**src/rtl/branch_redirect_ctrl_pkg.sv**
```systemverilog
// Shared front-end control definitions: redirect sequencer states, flush levels
// and branch classification used across the pipeline control blocks.
package branch_redirect_ctrl_pkg;

  typedef enum logic [1:0] {
    IDLE    = 2'd0,
    WAIT_DS = 2'd1,
    PEND    = 2'd2
  } redirect_state_t;

  localparam logic FlushEnable  = 1'b1;
  localparam logic FlushDisable = 1'b0;

  typedef enum logic [3:0] {
    BR_NONE = 4'd0,
    BR_BEQ  = 4'd1,
    BR_BNE  = 4'd2,
    BR_BLEZ = 4'd3,
    BR_BGTZ = 4'd4,
    BR_BLTZ = 4'd5,
    BR_BGEZ = 4'd6,
    BR_J    = 4'd7,
    BR_JAL  = 4'd8,
    BR_JR   = 4'd9,
    BR_JALR = 4'd10
  } BranchType;

  function automatic logic is_unconditional(input BranchType bt);
    return (bt == BR_J) || (bt == BR_JAL) || (bt == BR_JR) || (bt == BR_JALR);
  endfunction

endpackage

```
**src/rtl/branch_redirect_ctrl_sat_counter.sv**
```systemverilog
// Saturating up-counter with synchronous clear; holds at all-ones instead of wrapping.
module sat_counter #(
  parameter int unsigned W = 16
) (
  input  logic         clk,
  input  logic         rst_n,
  input  logic         inc,
  input  logic         clear,
  output logic [W-1:0] count
);

  always_ff @(posedge clk or negedge rst_n) begin
    if (!rst_n) begin
      count <= '0;
    end else if (clear) begin
      count <= '0;
    end else if (inc && (count != '1)) begin
      count <= count + 1'b1;
    end
  end

endmodule

```
**src/rtl/branch_redirect_ctrl.sv**
```systemverilog
// Front-end redirect sequencer: arbitrates MEM redirects against EXE branch
// resolution, protects the delay slot, and holds the redirect until IF accepts.
module branch_redirect_ctrl
  import branch_redirect_ctrl_pkg::*;
#(
  parameter int unsigned CNT_W = 16
) (
  input  logic             clk,
  input  logic             resetn,
  input  logic             EXE_BranchValid,
  input  logic             EXE_BranchTaken,
  input  logic [31:0]      EXE_Target,
  input  logic             EXE_Stall,
  input  logic             ID_DSValid,
  input  logic             IF_DSFetched,
  input  logic             IF_Ready,
  input  logic             MEM_Redirect,
  input  logic [31:0]      MEM_RedirectPC,
  output logic             PC_RedirectValid,
  output logic [31:0]      PC_RedirectTarget,
  output logic             IF_Flush,
  output logic             ID_Flush,
  output logic             EXE_Flush,
  output logic             Ctrl_Busy,
  output logic [CNT_W-1:0] Perf_TakenCnt,
  output logic [CNT_W-1:0] Perf_StallCnt
);

  redirect_state_t state_q, state_d;
  logic [31:0]     target_q, target_d;

  logic        redir_valid;
  logic [31:0] redir_target;
  logic        if_flush, id_flush, exe_flush;
  logic        taken_inc;
  logic        stall_inc;
  logic        accept;

  assign accept    = EXE_BranchValid && EXE_BranchTaken && !EXE_Stall;
  assign stall_inc = (state_q == WAIT_DS) || (state_q == PEND);

  always_ff @(posedge clk or negedge resetn) begin
    if (!resetn) begin
      state_q  <= IDLE;
      target_q <= '0;
    end else begin
      state_q  <= state_d;
      target_q <= target_d;
    end
  end

  always_comb begin
    state_d      = state_q;
    target_d     = target_q;
    redir_valid  = 1'b0;
    redir_target = '0;
    if_flush     = FlushDisable;
    id_flush     = FlushDisable;
    exe_flush    = FlushDisable;
    taken_inc    = 1'b0;

    if (MEM_Redirect) begin
      // MEM overrides everything; any held branch target is simply overwritten.
      redir_valid  = 1'b1;
      redir_target = MEM_RedirectPC;
      if_flush     = FlushEnable;
      id_flush     = FlushEnable;
      exe_flush    = FlushEnable;
      if (IF_Ready) begin
        state_d = IDLE;
      end else begin
        state_d  = PEND;
        target_d = MEM_RedirectPC;
      end
    end else begin
      unique case (state_q)
        IDLE: begin
          if (accept) begin
            taken_inc = 1'b1;
            target_d  = EXE_Target;
            if (ID_DSValid) begin
              // Delay slot already safe in ID: only the IF instruction is wrong-path.
              redir_valid  = 1'b1;
              redir_target = EXE_Target;
              if_flush     = FlushEnable;
              state_d      = IF_Ready ? IDLE : PEND;
            end else begin
              state_d = WAIT_DS;
            end
          end
        end
        WAIT_DS: begin
          if (IF_DSFetched) begin
            state_d = PEND;
          end
        end
        PEND: begin
          redir_valid  = 1'b1;
          redir_target = target_q;
          if_flush     = FlushEnable;
          if (IF_Ready) begin
            state_d = IDLE;
          end
        end
        default: begin
          state_d = IDLE;
        end
      endcase
    end
  end

  // Combinational outputs are gated so reset silences them within the same cycle.
  assign PC_RedirectValid  = resetn && redir_valid;
  assign PC_RedirectTarget = resetn ? redir_target : '0;
  assign IF_Flush          = resetn && if_flush;
  assign ID_Flush          = resetn && id_flush;
  assign EXE_Flush         = resetn && exe_flush;
  assign Ctrl_Busy         = resetn && (state_q != IDLE);

  sat_counter #(.W(CNT_W)) u_taken_cnt (
    .clk   (clk),
    .rst_n (resetn),
    .inc   (taken_inc),
    .clear (1'b0),
    .count (Perf_TakenCnt)
  );

  sat_counter #(.W(CNT_W)) u_stall_cnt (
    .clk   (clk),
    .rst_n (resetn),
    .inc   (stall_inc),
    .clear (1'b0),
    .count (Perf_StallCnt)
  );

endmodule
```
**config.mk**
```make
export PLATFORM = sky130hd
export DESIGN_NAME = branch_redirect_ctrl
export DESIGN_NICKNAME = d
export VERILOG_FILES = /design/src/rtl/branch_redirect_ctrl_pkg.sv /design/src/rtl/branch_redirect_ctrl_sat_counter.sv /design/src/rtl/branch_redirect_ctrl.sv
export SDC_FILE = /design/constraint.sdc
export NUM_CORES = 1
export LEC_CHECK = 0
export CORE_UTILIZATION = 41
export DETAILED_ROUTE_END_ITERATION = 10
export PLACE_DENSITY = 0.82
export RECOVER_POWER = 50
export SYNTH_ARGS = -nofsm -noshare
export SYNTH_HDL_FRONTEND = slang
export SYNTH_SLANG_ARGS = --single-unit
```
**constraint.sdc**
```tcl
create_clock -name clk -period 2 [get_ports clk]
set_clock_uncertainty 0.15 [all_clocks]
set_input_delay 0.3 -clock clk [delete_from_list [all_inputs] [get_ports clk]]
set_output_delay 0.3 -clock clk [all_outputs]
set_load 0.005 [all_outputs]
```
==> impl_metrics.ini <==
[global_route]
antenna_found_initial = 0
grt_pass1_vias = 4421
grt.overflow.total = 0
grt_pass1_wl_um = 21700
grt_use_total_pct = 27.3
grt_max_degree = 49

[power]
cell_internal_pwr_mw = 3.45
power_density_nw_per_um2 = 727
total_power_mw = 4.99
swShare_pct = 30.8
p_seq_share_pct = 35.2
ir_drop_uv = 632
combPwrFrac_pct = 36.6
power_leakage_nw = 2.95
p_clk_share_pct = 28.2
p_switching_mw = 1.54

[timing]
fmax_ghz = 0.410
finalHoldViolCount = 0
slew_viol_final = 0
relSlewSlack_pct = 44.4
setup_tns_ps = -12860
min_period_ps = 2440
rsz0062_at_grt = yes
worst_slew_pin_slew_ps = 834
holdWs_ps = 295
final-setup-viol-count = 40
fin_ws_ps = -439
timing.final.crit_share_pct = 122

[drt]
vias = 4584
route.detailed.drc = 0
antenna_left = 0
drtIter0Drc = 339
drtPass1Iterations = 4
drt-total-wl_um = 15100
vias_per_cell = 5.71
wl_per_cell_um = 18.8

[synthesis]
synth-edff-count = 0
synth_cell_types = 42
async_flop_share_pct = 100
ys_seq_elements = 66
syn_avg_cell_area_um2 = 8.78
ys_seq_area_share_pct = 41.1
postSynthCellCount = 458
netlist_area_um2 = 4020
ys_warn_count = 0
ys.flop_type = dfrtp_1
syn_nets = 536

[cells_and_area]
fin_util_pct = 73.2
fin_nets = 747
final_common_cell = clkdlybuf4s50_1
final_area_um2 = 6860
nFillCells = 687
fin_cells = 803
drive_gt1_share_pct = 29.5
final_cell_mix = 104 x clkdlybuf4s50_1, 64 x dfrtp_1, 58 x buf_4
diodes = 0
area_growth_pct = 70.6

[worst_setup_path]
crit_family = buffers and inverters
critPathKind = flop to primary output
end_kind = primary output
cp.arrival_ps = 1990
cp_num_cells = 9
crit_required_ps = 1550
r2r_cells = 8
critical-path-max-stage-delay_ps = 390
path_cells = inv_2, ha_4, and2_4, buf_12, buf_16, a32oi_2, o21ai_2, and2_1, buf_2
crit_fanout = 4
crit_buf_inv = 4
slowest_stage = dfrtp_1
cp-start-kind = flop

[die]
num_io_pins = 142
die_h_um = 101
core_um2 = 9370
die_w_um = 101
start_util_pct = 42.9
dieArea_um2 = 10200
num_rows = 35

[placement]
preCtsSetupSlack_ps = -746
postPlaceCellArea_um2 = 5950
placed_cells = 754
hpwl_um = 8730
place_congestion = 0.820
io_buffers = 141

[run]
cap_violations = 0

[clocking]
clkTransAtPathRegs_ps = 70
clk_latency_ps = 340
clock_path_buffers = 2
clockRootBuffer = clkbuf_8
cts_tree = yes
cts_buffers = 9
h-tree-depth = 3
cts_sinks = 66

[hold_path]
hold_path_class = input port to flop
min_path_cells = 3

[run_status]
status = complete, but fails checks
failed_checks = setup timing
==> synthesized netlist by cell type, drive strengths merged, types with 2 or more instances <==
cell type | count | area (um^2)
a32oi | 32 | 280
nand2b | 33 | 206
and4 | 8 | 70.1
nor2 | 38 | 143
and3 | 4 | 25.0
nand3b | 2 | 15.0
inv | 6 | 22.5
a21oi | 4 | 20.0
nor3 | 10 | 50.1
xnor2 | 9 | 78.8
clkbuf | 21 | 78.8
nor2b | 3 | 26.3
nand3 | 8 | 40.0
nand4 | 10 | 62.6
nor4 | 4 | 31.3
dfrtp | 66 | 1650
ha | 5 | 62.6
buf | 15 | 86.3
mux2 | 4 | 45.0
and2 | 35 | 219
a31oi | 32 | 200
o21ai | 35 | 175
xor2 | 17 | 149
nand2 | 44 | 173
==> flip-flops by register name (all words and copies together), names as in the netlist <==
name and count:
target_q 32, u_stall_cnt.count 16, state_q 2, u_taken_cnt.count 16
==> tightest hold or removal path, delay by kind of cell <==
kind / cells / cell delay (ps)
compound gates: 1 / 70
buf+inv: 2 / 360
==> per-layer routing <==
layer  GRT usage [%]  part of all wire (%)  up-vias
met5               0                     0        -
met4            11.8                   3.5        0
met3            5.27                   8.2       53
met2            46.4                    49      257
met1            33.8                    39     2196
li1                -                     -     2078
==> cell families after synthesis <==
kind of cell	synth area share (%)
xor gates and xnor gates	5.66
AOI/OAI and AO/OA	18.4
adders and majority gates	1.56
buffers and inverters	4.67
and+or+nand+nor	27.3
DFF	41.1
muxes	1.37
==> repair_timing <==
item	4_1_cts	5_1_grt
buffers inserted	16	9
gates cloned	6	2
hold buffers	2	0
endpoints found under the setup margin	43	83
gates resized for setup	206	51
pin swaps	85	51
endpoints found under the hold margin	31	0
==> final cells by class <==
type	count	area (um^2)	share of cell area (%)
Clock buffer	10	138	2.01
Tap cell	129	161	2.35
Inverter	6	22.5	0.328
Multi-Input combinational cell	350	2520	36.8
Sequential cell	66	1650	24.1
Timing Repair Buffer	236	2240	32.7
Clock inverter	6	114	1.66
==> worst paths after layout <==
| check | to | start | slack, ps |
|---|---|---|---|
| worst max-delay path | PC_RedirectTarget[11] | state_q[1] | -440 |
| worst min-delay path | state_q[0] | MEM_Redirect | 300 |
| worst max register to register | u_taken_cnt.count[11] | state_q[1] | -70 |
| worst min register to register | u_taken_cnt.count[14] | u_taken_cnt.count[14] | 350 |
| max in group asynchronous | u_taken_cnt.count[11] | resetn | 330 |
| min in group asynchronous | u_stall_cnt.count[5] | resetn | 640 |
==> power groups by stage <==
stage,logic [mW],registers (mW),clock network [mW]
3_5_place_dp,1.43,1.75,0
5_1_grt,1.94,1.78,1.49
2_1_floorplan,0.611,1.74,0
3_3_place_gp,1.39,1.74,0
6_report,1.83,1.75,1.41
4_1_cts,1.68,1.74,1.42
Note: power is estimated with default switching activity, not from simulation.
